--- src/rtl/ram_rr_arbiter.sv ---
// Round-robin arbiter that gives NREQ requesters shared access to one RAM port pair.
// It accepts one read or write per cycle. Read responses come back one cycle later,
// steered by a one-hot rsp_valid strobe.
module ram_rr_arbiter #(
  parameter  int WIDTH = 8,
  parameter  int DEPTH = 128,
  parameter  int NREQ  = 4,
  localparam int AW    = $clog2(DEPTH),
  localparam int IW    = (NREQ > 1) ? $clog2(NREQ) : 1
) (
  input  logic                  clk,
  input  logic                  rst,
  input  logic [NREQ-1:0]       req_valid,
  input  logic [NREQ-1:0]       req_we,
  input  logic [NREQ*AW-1:0]    req_addr,
  input  logic [NREQ*WIDTH-1:0] req_wdata,
  output logic [NREQ-1:0]       req_ready,
  output logic [NREQ-1:0]       rsp_valid,
  output logic [WIDTH-1:0]      rsp_data,
  output logic                  ram_wr_en,
  output logic [AW-1:0]         ram_wr_addr,
  output logic [WIDTH-1:0]      ram_wr_data,
  output logic [AW-1:0]         ram_rd_addr,
  input  logic [WIDTH-1:0]      ram_rd_data
);

  logic [AW-1:0]    addr_arr  [NREQ];
  logic [WIDTH-1:0] wdata_arr [NREQ];

  logic [IW-1:0]    last_gnt_q, last_gnt_d;
  logic [NREQ-1:0]  rsp_pend_q, rsp_pend_d;
  logic [WIDTH-1:0] rsp_data_q;
  logic [AW-1:0]    rd_addr_q;

  logic             gnt_found;
  logic [IW-1:0]    gnt_idx;
  logic             gnt_any;
  logic             wr_fire;
  logic             rd_fire;
  int               cand;

  genvar gi;
  generate
    for (gi = 0; gi < NREQ; gi++) begin : g_unpack
      assign addr_arr[gi]  = req_addr[gi*AW +: AW];
      assign wdata_arr[gi] = req_wdata[gi*WIDTH +: WIDTH];
    end
  endgenerate

  // Search begins one past the last winner and wraps, so a held request waits at most NREQ cycles.
  always_comb begin
    gnt_found = 1'b0;
    gnt_idx   = '0;
    cand      = 0;
    for (int k = 1; k <= NREQ; k++) begin
      cand = (int'(last_gnt_q) + k) % NREQ;
      if (!gnt_found && req_valid[IW'(cand)]) begin
        gnt_found = 1'b1;
        gnt_idx   = IW'(cand);
      end
    end
  end

  assign gnt_any = gnt_found & ~rst;
  assign wr_fire = gnt_any &  req_we[gnt_idx];
  assign rd_fire = gnt_any & ~req_we[gnt_idx];

  always_comb begin
    req_ready = '0;
    if (gnt_any) begin
      req_ready[gnt_idx] = 1'b1;
    end
  end

  assign ram_wr_en   = wr_fire;
  assign ram_wr_addr = addr_arr[gnt_idx];
  assign ram_wr_data = wdata_arr[gnt_idx];

  // The read address is presented in the grant cycle. It parks on its last value otherwise.
  assign ram_rd_addr = rd_fire ? addr_arr[gnt_idx] : rd_addr_q;

  assign last_gnt_d = gnt_any ? gnt_idx : last_gnt_q;
  assign rsp_pend_d = rd_fire ? req_ready : '0;

  // Masking by rst drops a response whose read was granted just before reset rose.
  assign rsp_valid = rst ? '0 : rsp_pend_q;
  assign rsp_data  = (|rsp_valid) ? ram_rd_data : rsp_data_q;

  always_ff @(posedge clk) begin
    if (rst) begin
      last_gnt_q <= IW'(NREQ - 1);
      rsp_pend_q <= '0;
      rsp_data_q <= '0;
      rd_addr_q  <= '0;
    end else begin
      last_gnt_q <= last_gnt_d;
      rsp_pend_q <= rsp_pend_d;
      rsp_data_q <= rsp_data;
      rd_addr_q  <= ram_rd_addr;
    end
  end

  a_ready_onehot : assert property (@(posedge clk) $onehot0(req_ready));
  a_ready_valid  : assert property (@(posedge clk) (req_ready & ~req_valid) == '0);
  a_rsp_onehot   : assert property (@(posedge clk) $onehot0(rsp_valid));

endmodule

--- config.mk ---
export PLATFORM = sky130hd
export DESIGN_NAME = ram_rr_arbiter
export DESIGN_NICKNAME = d
export VERILOG_FILES = /design/src/rtl/ram_rr_arbiter.sv
export SDC_FILE = /design/constraint.sdc
export NUM_CORES = 1
export LEC_CHECK = 0
export BUFFER_PORTS_ARGS = -buffer_cell sky130_fd_sc_hd__buf_2
export CORE_AREA = 5 5 73 75
export DETAILED_ROUTE_END_ITERATION = 8
export DIE_AREA = 0 0 78 80
export PLACE_DENSITY = 0.68
export SYNTH_ARGS = -nofsm -noshare
export SYNTH_HDL_FRONTEND = slang
export SYNTH_SLANG_ARGS = --single-unit
--- constraint.sdc ---
create_clock -name clk -period 2.4 [get_ports clk]
set_input_delay 0.24 -clock clk [delete_from_list [all_inputs] [get_ports clk]]
set_output_delay 0.24 -clock clk [all_outputs]
set_load 0.005 [all_outputs]
==> run summary <==
===========================================================================================
Number of cells on the worst reg-to-reg path                                              6
Synth Warn #                                                                              0
Syn Inst Count                                                                          168
Power density cells                                                              518 mW/mm2
Count of max-cap constraint violations                                                    0
Fraction of synthesis flops using an asynchronous set or reset pin                       0%
Finished layout cell area                                                       0.00229 mm2
Post-detailed-route via-to-cell ratio                                                  5.07
Crit-path most repeated cell                                                   sky130_fd_sc_hd__o21ai_2
Number of top-level design ports                                                        117
Number of clock buffers inserted by TritonCTS                                             3
Final critical-path setup slack                                                   0.0647 ns
Pin count of the biggest net entering global routing                                     28
Synth Area per Inst                                                                8.63 um2
Number of buffer and inverter stages on the critical path                                 1
Main flop type after synthesis                                                 sky130_fd_sc_hd__dfxtp_1
Antenna-violating nets left                                                               0
Remaining DRCs                                                                            0
Critical-path cell with the highest stage delay                                sky130_fd_sc_hd__mux4_2
RSZ-0062 raised after global routing                                                    yes
Full die area                                                                   0.00624 mm2
Vert. Die Dim                                                                         80 um
Share of post-route cells with drive strength above 1                                 59.9%
Total track usage                                                                     14.9%
Cell type with the largest total area after synthesis                          sky130_fd_sc_hd__dfxtp_1
Total negative slack                                                                   0 ns
Number of enable flip-flop cells after synthesis                                          0
H-Tree Level Count                                                                        1
Worst-case register-to-register setup slack                                         0.56 ns
Worst Max-Slew Pin Slew                                                            0.549 ns
Post-route non-filler standard cell count                                               348
Drt total wl                                                                        4940 um
Minimum clock period                                                                2.34 ns
Final setup violation count                                                               0
Global placer's final weighted congestion                                             0.804
Worst path cell trace                                                          and2b_1, o21ai_2, and3_4, mux4_2, o21ai_2, nand2_1, buf_2
Signed area change from the synthesized netlist to the final layout                   58.2%
Total leakage power                                                              0.00116 uW
Final hold violation count                                                                0
Initial antenna violation count                                                           0
Fin crit share                                                                        97.3%
Via count of the first global-routing pass                                             1773
Number of cells on the worst hold path                                                    2
List of most frequent post-synthesis cells                                     sky130_fd_sc_hd__nand2_1, sky130_fd_sc_hd__dfxtp_1, sky130_fd_sc_hd__mux2_2
Detailed Place HPWL                                                                 3810 um
Clock-pin slew of the registers on the worst-case setup and hold paths              0.08 ns
Later-pin clock latency in the skew report                                          0.26 ns
Initial core utilization                                                              31.5%
Overall via count from detail_route                                                    1765
Synth unique cells                                                                       30
Count of filler cells inserted in the layout                                            440
Residual overflow from global routing                                                     0
Most instantiated library cell after synthesis                                 sky130_fd_sc_hd__nand2_1
Peak Freq                                                                           428 MHz
Chip Width                                                                            78 um
Placed Area                                                                     0.00209 mm2
CP max stage delay                                                                  0.55 ns
Net count of the finished layout                                                        373
Wire length per cell                                                                14.2 um
Number of inserted diodes                                                                 0
Setup Skew                                                                       0.00366 ns
Placement row count                                                                      25
Nature of the critical path startpoint                                                 flop
Kind of capture point of the worst setup path                                   output port
Hold crit path type                                                            input pin to flop
Post-synth design cell area                                                     0.00145 mm2
Root buf cell                                                                  sky130_fd_sc_hd__clkbuf_8
Total core area                                                                 0.00460 mm2
Outcome                                                                           completed
Critical path class                                                            flop to output port
Post-Syn Nets                                                                           246
DR pass1 iterations                                                                       4
Number of placed instances with taps included                                           335
Peak VDD IR                                                                        0.208 mV
Arrival time of the worst setup path                                                2.10 ns
Worst Hold Launch                                                                 req_we[3]
Worst-case headroom to the max-slew limit                                             63.3%
Bufs on Longest Clock Path                                                                2
Synth Register Bits                                                                      21
Portion of the post-synthesis area used by sequential elements                        29.0%
Worst slack, placed                                                               0.0992 ns
Largest delay contributor family on the critical path                          simple AND/OR/NAND/NOR gates
CTS tree                                                                                yes
Final Max Slew Viols                                                                      0
Count of input and output buffers                                                       116
R2R Path Start                                                                 last_gnt_q[0]
Wire length of the first global-routing pass                                        7670 um
Biggest area contributors in the synthesized netlist                           sky130_fd_sc_hd__dfxtp_1, sky130_fd_sc_hd__mux2_2, sky130_fd_sc_hd__mux4_2, sky130_fd_sc_hd__nand2_1, sky130_fd_sc_hd__nor2b_1
Total clock sinks                                                                        21
Maximum fanout along the worst path                                                       5
Worst reg2reg path endpoint                                                    rd_addr_q[5]
Number of design-rule violations left by the first detailed-router iteration             62
Required arrival time at the worst endpoint                                         2.16 ns
Share of the synthesized area in the top cell type                                    29.0%
Hold Path Sink                                                                 rsp_pend_q[3]
===========================================================================================
## worst max path at each step
stage | endpoint | cells past startpoint | startpoint
2_1_floorplan | ram_rd_addr[4] | 8 | last_gnt_q[0]
4_1_cts | ram_rd_addr[1] | 8 | last_gnt_q[0]
5_1_grt | ram_rd_addr[4] | 7 | last_gnt_q[0]
6_report | ram_rd_addr[4] | 7 | last_gnt_q[0]
3_3_place_gp | ram_rd_addr[1] | 9 | req_valid[2]
3_5_place_dp | ram_rd_addr[1] | 9 | req_valid[2]
## cell usage in the layout (no fill, tap or decap), drive strengths merged
cell type,count
nor2,15
nor3,4
nor2b,13
and3,3
o221a,1
mux4,7
nor4,2
clkbuf,5
nand2b,3
a31oi,10
a211o,4
and2b,1
a211oi,2
a21o,1
or2,1
nand3,8
mux2,16
clkinv,1
nand2,26
o21ai,10
inv,2
a21oi,9
buf,129
dfxtp,21
## area by class of cell
cell class	count	area, um2	area share (%)
Clock buffer	3	41.3	1.80
Clock inverter	1	5.00	0.218
Inverter	2	7.51	0.327
Multi-Input combinational cell	136	1010	44.1
Sequential cell	21	422	18.4
Tap cell	54	67.6	2.94
Timing Repair Buffer	131	741	32.3
## per-layer routing
layer	GRT usage (%)	part of all wire [%]	up-vias
li1	-	-	867
met1	16.3	39	809
met4	4.05	0.63	0
met3	4.51	11	2
met5	0	0	-
met2	27.5	50	87
## where the power goes
part	internal, uW	total (uW)	leakage, uW	switching (uW)
Clock	115	228	0.0000255	112
Combinational	307	575	0.000964	268
Sequential	376	385	0.000171	9.23
Total	798	1190	0.00116	389
## state kept, by name, summed over array words and instances (netlist names)
| register | cells |
|---|---|
| last_gnt_q | 2 |
| rd_addr_q | 7 |
| rsp_data_q | 8 |
| rsp_pend_q | 4 |
## repair_timing
action                                  4_1_cts  5_1_grt
endpoints found under the hold margin         0        0
hold buffers                                  0        0
buffers inserted                              1        5
gates cloned                                  0        3
pin swaps                                     3        8
endpoints found under the setup margin       16       15
gates resized for setup                       1       11
## cell families after synthesis
logic type,share of synthesized area [%]
mux,23.3
flops,29.0
simple gates,24.5
buf+inv,5.35
compound gates,17.9
## worst reg2reg max path: stages, from the launching register on
cell	delay, ns
sky130_fd_sc_hd__dfxtp_2	0.33
sky130_fd_sc_hd__and2b_1	0.20
sky130_fd_sc_hd__o21ai_2	0.19
sky130_fd_sc_hd__and3_4	0.29
sky130_fd_sc_hd__mux4_2	0.52
sky130_fd_sc_hd__o21ai_1	0.11
sky130_fd_sc_hd__a21oi_1	0.09
## through the flow
step / total power, uW / hold WS (ns) / utilization (%)
floorplan: 703 / 0.312 / -
global placement: 900 / 0.449 / 45.6
detailed placement: 907 / 0.450 / 45.6
CTS: 1150 / 0.169 / 46.8
global route: 1280 / 0.178 / 49.9
finish: 1190 / 0.176 / 49.9
(Power assumes the default switching activity.)
